===== src/rtl/regfile_wb_scheduler_if.sv =====
// Bundle of issue, write-back and register-file write-port signals for regfile_wb_scheduler.
// The master side drives requests; the slave side is the scheduler.
interface regfile_wb_scheduler_if;
    logic        issue_valid;
    logic [4:0]  issue_rd;
    logic [4:0]  rs1_addr;
    logic [4:0]  rs2_addr;
    logic        issue_ready;
    logic        hazard;

    logic        alu_wb_valid;
    logic [4:0]  alu_wb_rd;
    logic [31:0] alu_wb_data;
    logic        alu_wb_ready;

    logic        mem_wb_valid;
    logic [4:0]  mem_wb_rd;
    logic [31:0] mem_wb_data;
    logic        mem_wb_ready;

    logic        reg_wren;
    logic [4:0]  write_address;
    logic [31:0] write_data;

    logic        flush;
    logic [5:0]  outstanding;
    logic        wb_err;

    modport master (
        output issue_valid, issue_rd, rs1_addr, rs2_addr,
        output alu_wb_valid, alu_wb_rd, alu_wb_data,
        output mem_wb_valid, mem_wb_rd, mem_wb_data,
        output flush,
        input  issue_ready, hazard, alu_wb_ready, mem_wb_ready,
        input  reg_wren, write_address, write_data, outstanding, wb_err
    );

    modport slave (
        input  issue_valid, issue_rd, rs1_addr, rs2_addr,
        input  alu_wb_valid, alu_wb_rd, alu_wb_data,
        input  mem_wb_valid, mem_wb_rd, mem_wb_data,
        input  flush,
        output issue_ready, hazard, alu_wb_ready, mem_wb_ready,
        output reg_wren, write_address, write_data, outstanding, wb_err
    );
endinterface


===== src/rtl/regfile_wb_scheduler.sv =====
// Pending-register scoreboard with RAW/WAW issue stall and round-robin ALU/load write-back
// arbitration feeding a registered register-file write port.
module regfile_wb_scheduler (
    input  logic                   clk,
    input  logic                   reset,
    regfile_wb_scheduler_if.slave  bus
);

    logic [31:0] pending_r;
    logic [5:0]  outstanding_r;
    logic        favour_mem_r;
    logic        reg_wren_r;
    logic [4:0]  write_address_r;
    logic [31:0] write_data_r;
    logic        wb_err_r;

    logic        hazard_s;
    logic        issue_ready_s;
    logic        grant_alu_s;
    logic        grant_mem_s;
    logic        grant_any_s;
    logic [4:0]  grant_rd_s;
    logic [31:0] grant_data_s;
    logic        grant_write_s;
    logic        spurious_s;
    logic [31:0] set_mask_s;
    logic [31:0] clear_mask_s;
    logic [31:0] pending_next_s;

    function automatic logic [5:0] popcount32(input logic [31:0] v);
        logic [5:0] c;
        c = 6'd0;
        for (int i = 0; i < 32; i++) begin
            c = c + {5'd0, v[i]};
        end
        return c;
    endfunction

    // Operand hazard and issue acceptance from the current scoreboard.
    always_comb begin
        hazard_s      = pending_r[bus.rs1_addr] | pending_r[bus.rs2_addr];
        issue_ready_s = bus.issue_valid & ~hazard_s & ~pending_r[bus.issue_rd] & ~bus.flush;
    end

    // Round-robin grant; favour_mem_r names who wins a tie, and flush blocks both.
    always_comb begin
        grant_alu_s = 1'b0;
        grant_mem_s = 1'b0;
        if (bus.flush) begin
            grant_alu_s = 1'b0;
            grant_mem_s = 1'b0;
        end else if (bus.alu_wb_valid && bus.mem_wb_valid) begin
            grant_mem_s = favour_mem_r;
            grant_alu_s = ~favour_mem_r;
        end else begin
            grant_alu_s = bus.alu_wb_valid;
            grant_mem_s = bus.mem_wb_valid;
        end
    end

    // Select the granted request's destination and data.
    always_comb begin
        grant_rd_s   = 5'd0;
        grant_data_s = 32'd0;
        case ({grant_alu_s, grant_mem_s})
            2'b10: begin
                grant_rd_s   = bus.alu_wb_rd;
                grant_data_s = bus.alu_wb_data;
            end
            2'b01: begin
                grant_rd_s   = bus.mem_wb_rd;
                grant_data_s = bus.mem_wb_data;
            end
            default: begin
                grant_rd_s   = 5'd0;
                grant_data_s = 32'd0;
            end
        endcase
        grant_any_s   = grant_alu_s | grant_mem_s;
        grant_write_s = grant_any_s & (grant_rd_s != 5'd0);
        spurious_s    = grant_write_s & ~pending_r[grant_rd_s];
    end

    // Next scoreboard: clear on committing write, set on accepted issue (set wins), flush empties.
    always_comb begin
        set_mask_s   = (issue_ready_s && (bus.issue_rd != 5'd0)) ? (32'd1 << bus.issue_rd) : 32'd0;
        clear_mask_s = reg_wren_r ? (32'd1 << write_address_r) : 32'd0;
        if (bus.flush) begin
            pending_next_s = 32'd0;
        end else begin
            pending_next_s = ((pending_r & ~clear_mask_s) | set_mask_s) & 32'hFFFF_FFFE;
        end
    end

    // State and registered write port.
    always_ff @(posedge clk) begin
        if (reset) begin
            pending_r       <= 32'd0;
            outstanding_r   <= 6'd0;
            favour_mem_r    <= 1'b1;
            reg_wren_r      <= 1'b0;
            write_address_r <= 5'd0;
            write_data_r    <= 32'd0;
            wb_err_r        <= 1'b0;
        end else begin
            pending_r     <= pending_next_s;
            outstanding_r <= popcount32(pending_next_s);
            reg_wren_r    <= grant_write_s;
            if (grant_any_s) begin
                favour_mem_r <= grant_alu_s;
            end
            if (grant_write_s) begin
                write_address_r <= grant_rd_s;
                write_data_r    <= grant_data_s;
            end
            if (spurious_s) begin
                wb_err_r <= 1'b1;
            end
        end
    end

    assign bus.hazard        = hazard_s;
    assign bus.issue_ready   = issue_ready_s;
    assign bus.alu_wb_ready  = grant_alu_s;
    assign bus.mem_wb_ready  = grant_mem_s;
    assign bus.reg_wren      = reg_wren_r;
    assign bus.write_address = write_address_r;
    assign bus.write_data    = write_data_r;
    assign bus.outstanding   = outstanding_r;
    assign bus.wb_err        = wb_err_r;

endmodule


===== src/flat_wrapper.sv =====
// flat-port wrapper written by rule: the top's interface ports become plain ports
module regfile_wb_scheduler_flat 
  (clk, reset, bus_issue_valid, bus_issue_rd, bus_rs1_addr, bus_rs2_addr, bus_alu_wb_valid, bus_alu_wb_rd, bus_alu_wb_data, bus_mem_wb_valid, bus_mem_wb_rd, bus_mem_wb_data, bus_flush, bus_issue_ready, bus_hazard, bus_alu_wb_ready, bus_mem_wb_ready, bus_reg_wren, bus_write_address, bus_write_data, bus_outstanding, bus_wb_err);
  regfile_wb_scheduler_if bus_i ();
  input  logic clk;
  input  logic reset;
  input wire logic [$bits(bus_i.issue_valid)-1:0] bus_issue_valid;
  input wire logic [$bits(bus_i.issue_rd)-1:0] bus_issue_rd;
  input wire logic [$bits(bus_i.rs1_addr)-1:0] bus_rs1_addr;
  input wire logic [$bits(bus_i.rs2_addr)-1:0] bus_rs2_addr;
  input wire logic [$bits(bus_i.alu_wb_valid)-1:0] bus_alu_wb_valid;
  input wire logic [$bits(bus_i.alu_wb_rd)-1:0] bus_alu_wb_rd;
  input wire logic [$bits(bus_i.alu_wb_data)-1:0] bus_alu_wb_data;
  input wire logic [$bits(bus_i.mem_wb_valid)-1:0] bus_mem_wb_valid;
  input wire logic [$bits(bus_i.mem_wb_rd)-1:0] bus_mem_wb_rd;
  input wire logic [$bits(bus_i.mem_wb_data)-1:0] bus_mem_wb_data;
  input wire logic [$bits(bus_i.flush)-1:0] bus_flush;
  output wire logic [$bits(bus_i.issue_ready)-1:0] bus_issue_ready;
  output wire logic [$bits(bus_i.hazard)-1:0] bus_hazard;
  output wire logic [$bits(bus_i.alu_wb_ready)-1:0] bus_alu_wb_ready;
  output wire logic [$bits(bus_i.mem_wb_ready)-1:0] bus_mem_wb_ready;
  output wire logic [$bits(bus_i.reg_wren)-1:0] bus_reg_wren;
  output wire logic [$bits(bus_i.write_address)-1:0] bus_write_address;
  output wire logic [$bits(bus_i.write_data)-1:0] bus_write_data;
  output wire logic [$bits(bus_i.outstanding)-1:0] bus_outstanding;
  output wire logic [$bits(bus_i.wb_err)-1:0] bus_wb_err;
  assign bus_i.issue_valid = bus_issue_valid;
  assign bus_i.issue_rd = bus_issue_rd;
  assign bus_i.rs1_addr = bus_rs1_addr;
  assign bus_i.rs2_addr = bus_rs2_addr;
  assign bus_i.alu_wb_valid = bus_alu_wb_valid;
  assign bus_i.alu_wb_rd = bus_alu_wb_rd;
  assign bus_i.alu_wb_data = bus_alu_wb_data;
  assign bus_i.mem_wb_valid = bus_mem_wb_valid;
  assign bus_i.mem_wb_rd = bus_mem_wb_rd;
  assign bus_i.mem_wb_data = bus_mem_wb_data;
  assign bus_i.flush = bus_flush;
  assign bus_issue_ready = bus_i.issue_ready;
  assign bus_hazard = bus_i.hazard;
  assign bus_alu_wb_ready = bus_i.alu_wb_ready;
  assign bus_mem_wb_ready = bus_i.mem_wb_ready;
  assign bus_reg_wren = bus_i.reg_wren;
  assign bus_write_address = bus_i.write_address;
  assign bus_write_data = bus_i.write_data;
  assign bus_outstanding = bus_i.outstanding;
  assign bus_wb_err = bus_i.wb_err;
  regfile_wb_scheduler u_core (.clk(clk), .reset(reset), .bus(bus_i));
endmodule

===== config.mk =====
export PLATFORM = sky130hd
export DESIGN_NAME = regfile_wb_scheduler_flat
export DESIGN_NICKNAME = d
export VERILOG_FILES = /design/src/rtl/regfile_wb_scheduler_if.sv /design/src/rtl/regfile_wb_scheduler.sv /design/src/flat_wrapper.sv
export SDC_FILE = /design/constraint.sdc
export NUM_CORES = 1
export LEC_CHECK = 0
export CORE_ASPECT_RATIO = 1.2
export CORE_MARGIN = 10
export CORE_UTILIZATION = 40
export DETAILED_ROUTE_END_ITERATION = 16
export PLACE_DENSITY = 0.67
export SYNTH_ARGS = -nofsm -noshare
export SYNTH_HDL_FRONTEND = slang
export SYNTH_SLANG_ARGS = --single-unit
export TNS_END_PERCENT = 50

===== constraint.sdc =====
create_clock -name clk -period 23.2 [get_ports clk]
set_input_delay 6.96 -clock clk [delete_from_list [all_inputs] [get_ports clk]]
set_output_delay 6.96 -clock clk [all_outputs]
set_load 0.02 [all_outputs]

=== Word-level counts from Yosys, hierarchy flattened ===
Index checks and enable logic that the tools add are counted.
Widths: inputs -> output; s select.

* Register bits: 78
* Bits in latches: 0
* Memory bits (writable): 0
* ROM bits: 0
* Bits of input ports: 95
* Output and inout bits: 49
* Logic and storage cells: 82
* Memories: 0

* Add/sub/neg operators: 31
* $mul: 0
* Div/mod/pow operators: 0
* $lt $le $gt $ge: 4
* Eq/ne operators: 2
* Shift-type cells: 2
* Multiplexer cells: 17
* Bitwise operators: 15
* Reduce and logical (&&, ||, !) cells: 4

{| class="wikitable"
|+ Operator list
! kind !! count
|-
| $add 6x1->6 || 30
|-
| $mux 32 || 3
|-
| $pmux 32 s2 || 1
|-
| $shl 1x5->32 const A || 2
|-
| $and 32x32->32 || 1
|-
| $not 32->32 || 1
|-
| $or 32x32->32 || 1
|-
| $lt 5x6->1 const B || 4
|-
| $bmux 1 s5 || 4
|-
| $pmux 5 s2 || 1
|-
| $reduce_bool 5->1 || 2
|-
| $mux 1 || 8
|-
| $and 1x1->1 || 5
|-
| $not 1->1 || 5
|-
| $add 1x1->2 || 1
|-
| $eq 2x1->1 const B || 1
|-
| $eq 2x2->1 const B || 1
|-
| $logic_and 1x1->1 || 2
|-
| $or 1x1->1 || 2
|}

=== Longest topological paths before layout ===
* Depth in word-level cells: 42
* Mapped depth: 26
* Gate-level depth less buffers: 23

=== Worst setup path after synthesis ===
OpenSTA, ideal clock, no wires.

* Kind: in2out
* From: in bus_rs1_addr[0]
* To: out bus_issue_ready
* Arrival time: 8.980 ns
* Required time: 16.240 ns
* Path slack: 7.260 ns
* Stages: 7
* Buffers on the path: 2
* Cells stage by stage: buf_2 mux4_2 mux4_2 o22ai_1 nand2_2 buf_6 and4bb_2

* Longest elaborated chain between the ends: 7

{| class="wikitable"
|+ RTL lines
! what !! line !! text
|-
| start: declaration || flat_wrapper.sv:9 || <nowiki>input wire logic [$bits(bus_i.rs1_addr)-1:0] bus_rs1_addr;</nowiki>
|-
| $bmux 1 s5 || regfile_wb_scheduler.sv:41 || <nowiki>hazard_s = pending_r[bus.rs1_addr] | pending_r[bus.rs2_addr];</nowiki>
|-
| $mux 1 (implied by the code) || regfile_wb_scheduler.sv:41 ||
|-
| $or 1x1->1 || regfile_wb_scheduler.sv:41 ||
|-
| $not 1->1 || regfile_wb_scheduler.sv:42 || <nowiki>issue_ready_s = bus.issue_valid & ~hazard_s & ~pending_r[bus.issue_rd] & ~bus.flush;</nowiki>
|-
| $and 1x1->1 (3 in a row) || regfile_wb_scheduler.sv:42 ||
|-
| end: declaration || flat_wrapper.sv:18 || <nowiki>output wire logic [$bits(bus_i.issue_ready)-1:0] bus_issue_ready;</nowiki>
|}

No other way between the ends. The select of a mux whose other input is x is not followed.

=== Final worst setup path ===
* From: in bus_rs2_addr[0]
* To: out bus_issue_ready

* Longest elaborated chain between the ends: 7

{| class="wikitable"
|+ RTL lines
! what !! line !! text
|-
| start: declaration || flat_wrapper.sv:10 || <nowiki>input wire logic [$bits(bus_i.rs2_addr)-1:0] bus_rs2_addr;</nowiki>
|-
| $bmux 1 s5 || regfile_wb_scheduler.sv:41 ||
|-
| $mux 1 (implied by the code) || regfile_wb_scheduler.sv:41 ||
|-
| $or 1x1->1 || regfile_wb_scheduler.sv:41 ||
|-
| $not 1->1 || regfile_wb_scheduler.sv:42 ||
|-
| $and 1x1->1 (3 in a row) || regfile_wb_scheduler.sv:42 ||
|}

No other way between the ends. The select of a mux whose other input is x is not followed.

==> impl_results.md <==
- Max-slew violation count: 0
- # setup viols final: 0
- Die area: 20000 sq um
- Yosys warning count: 0
- # H-tree levels: 3
- Via count: around 6000
- Clk sink count: just under 80
- Rows: between 40 and 50
- Final net count: between 900 and 1000
- Fraction of the yosys area taken by sequential cells: 0.262
- CTS Hold Bufs: 0
- CTS Root Cell: clkbuf_16
- Worst setup path class: input pin to output port
- Leakage power figure: 2.68 nW
- Fin crit share: 0.752
- Largest net degree at the start of global routing: just under 70
- Resized Gates After CTS: 0
- Power per Cell Area: about 46 nW/um^2
- Estimated wirelength of the detail-placed design: 16.2 mm
- Placed Cells: 939
- Reg clk slew, reported paths: roughly 0.060 ns
- FF+latch count, synth: 77
- Antenna-violating nets left: 0
- Worst Hold Class: register to register
- FILL cells: 1347
- Setup TNS: 0 ns
- Total power: between 300 and 400 uW
- Vias per inst: between 6 and 7
- Area of the mapped netlist: between 5000 and 6000 sq um
- Diode count: 0
- Final WL: ~22 mm
- CTS tree: yes
- Synth async-reset ratio: 0
- Outcome: finished, final reports clean
- Tightest Pin Transition: roughly 1.3 ns
- Layout cells sized above 1: 0.114
- VDD IR max: 0.0291 mV
- Post-CTS setup buffers: 0
- DR iter-0 viols: about 450
- Starting density of the core: 0.408
- Global route overflow: 0
- Die X: around 130 microns
- Core Box Area: 14400 sq um
- Yosys cell types: 60
- EDFF count, synth: 0
- Final Non-Filler Cells: 955
- CTS max path bufs: 2
- Total track usage: 0.215
- Slowest cell on the critical path: clkdlybuf4s50_1
- Post-route DRC: 0
- Core Util, Final: 0.529
- WL/cell: ~23 microns
- Place WS: around 5.8 ns
- Max stage delay on crit path: between 0.6 and 0.7 ns
- Max-cap check violation count: 0
- CP startpoint kind: input pin
- Final hold vios: 0
- Hold_ws: a little under 0.5 ns
- WP data required: ~16 ns
- Critical path arrival: between 10 and 15 ns
- Post-Synthesis Cells: ~670
- Fin crit period: approximately 17 ns
- Initial antenna violation count: 0
- Total CTS buffers: 9
- Synth Net Count: 800
- Crit. End Element: output port
- Die Y: 153 microns
- Achievable frequency: roughly 0.057 GHz
- Placed cell area: approximately 7300 sq um
- CP Cell Sequence: clkdlybuf4s50_1, mux4_1, mux4_2, a211oi_2, nand2_2, buf_4, and4bb_2, clkdlybuf4s50_1
- First-pass GRT wire length: roughly 34 mm
- Relative slew slack: 0.109
- Later-pin clock latency in the skew report: around 0.34 ns
- RSZ-0062 raised after global routing: no
- Most used cell, CP: clkdlybuf4s50_1
- Synth Flop Type: dfxtp_1
- Critical path fanouts, max: 48
- Area grow syn2layout: 29.7%
- Vias in the first global route: between 6000 and 7000
- Worst Skew: roughly 0.0091 ns
- PortBufs: 143
- Fin area: about 7600 sq um
- Io pins: around 140
- Setup ws final: around 5.7 ns
- Placer Congestion: about 0.92
- Mean Syn Cell Area: roughly 8.7 sq um
- Pre-Repair DR Iteration Count: 5
## cell usage after synthesis (all sizes together) (5+ instances only)
library cell  instances  area (sq um)
or2                   5          31.3
a21oi                21           105
o2bb2ai               7          61.3
fa                   23           460
mux4                 22           510
o21ai                69           402
nor2                 66           248
buf                  21           138
ha                   10           125
nand2                25          96.4
nor3                  5          25.0
a211oi               34           260
nand3                22           110
inv                  31           116
mux2i                20           200
nor2b                 5          31.3
nand2b               35           219
o21ba                 5          50.1
nand4                31           194
clkbuf               41           154
nand3b                7          52.6
o22ai                 5          56.3
dfxtp                77          1540
a22oi                34           260
## sequential cells by signal, indices dropped and copies added, names as in the netlist
signal / flops
u_core.pending_r: 31
u_core.bus.write_address: 5
u_core.bus.write_data: 32
u_core.bus.outstanding: 6
u_core.bus.wb_err: 1
u_core.bus.reg_wren: 1
u_core.favour_mem_r: 1
## worst paths after layout
| kind | startpoint | endpoint | slack [ns] | cells past startpoint |
|---|---|---|---|---|
| setup / recovery | bus_rs2_addr[0] | bus_issue_ready | 5.74 | 8 |
| hold reg to reg | u_core.favour_mem_r | u_core.favour_mem_r | 0.49 | 1 |
| hold / removal | u_core.favour_mem_r | u_core.favour_mem_r | 0.49 | 1 |
| setup reg to reg | u_core.pending_r[19] | u_core.bus.outstanding[4] | 16.07 | 23 |
## routing by layer
layer / track usage / wire length (microns) / part of all wire / up-vias
li1: - / - / - / 2706
met1: 0.240 / 7610 / 0.35 / 2802
met2: 0.354 / 10600 / 0.49 / 359
met3: 0.0789 / 2350 / 0.11 / 84
met4: 0.0997 / 1100 / 0.051 / 0
met5: 0 / 0 / 0 / -
## kinds of logic after synthesis
family	share of synthesized area
muxes	0.129
DFF	0.262
AOI/OAI and AO/OA	0.240
buffers and inverters	0.0694
adders and majority gates	0.0996
xor gates and xnor gates	0.00447
and+or+nand+nor	0.196
## where the power goes
part | leakage, nW | total [mW] | internal, mW | switching, mW
combinational | 1.92 | 0.0780 | 0.0359 | 0.0421
clock | 0.139 | 0.135 | 0.0759 | 0.0590
sequential | 0.623 | 0.140 | 0.137 | 0.00305
## layout by cell type (no fill, tap or decap), types with 18 or more instances in the layout
cell type	synthesis	layout
inv_1	31	31
dfxtp_1	77	77
mux4_2	18	18
a21oi_1	21	20
a211oi_1	33	33
o21ai_0	54	54
fa_1	23	23
nor2_1	66	66
a22oi_1	33	33
mux2i_1	20	19
nand2_1	24	24
nand4_1	31	31
nand2b_1	35	35
nand3_1	22	22
clkdlybuf4s50_1	0	142
## cell type report
type                       count  area, sq um  area share
tap                          175          219      0.0287
sequential                    77         1540       0.202
timing repair buffer         154         1510       0.198
clock inverter                 6         43.8     0.00574
clock buffer                  10          239      0.0313
multi-input combinational    502         3960       0.519
inverter                      31          116      0.0153
## critical path: cells and delay by family
| kind | cells | cell delay [ns] |
|---|---|---|
| simple gates | 2 | 0.44 |
| compound gates | 1 | 0.38 |
| mux | 2 | 1.10 |
| buf+inv | 3 | 1.59 |
Note: power is estimated with default switching activity, not from simulation.
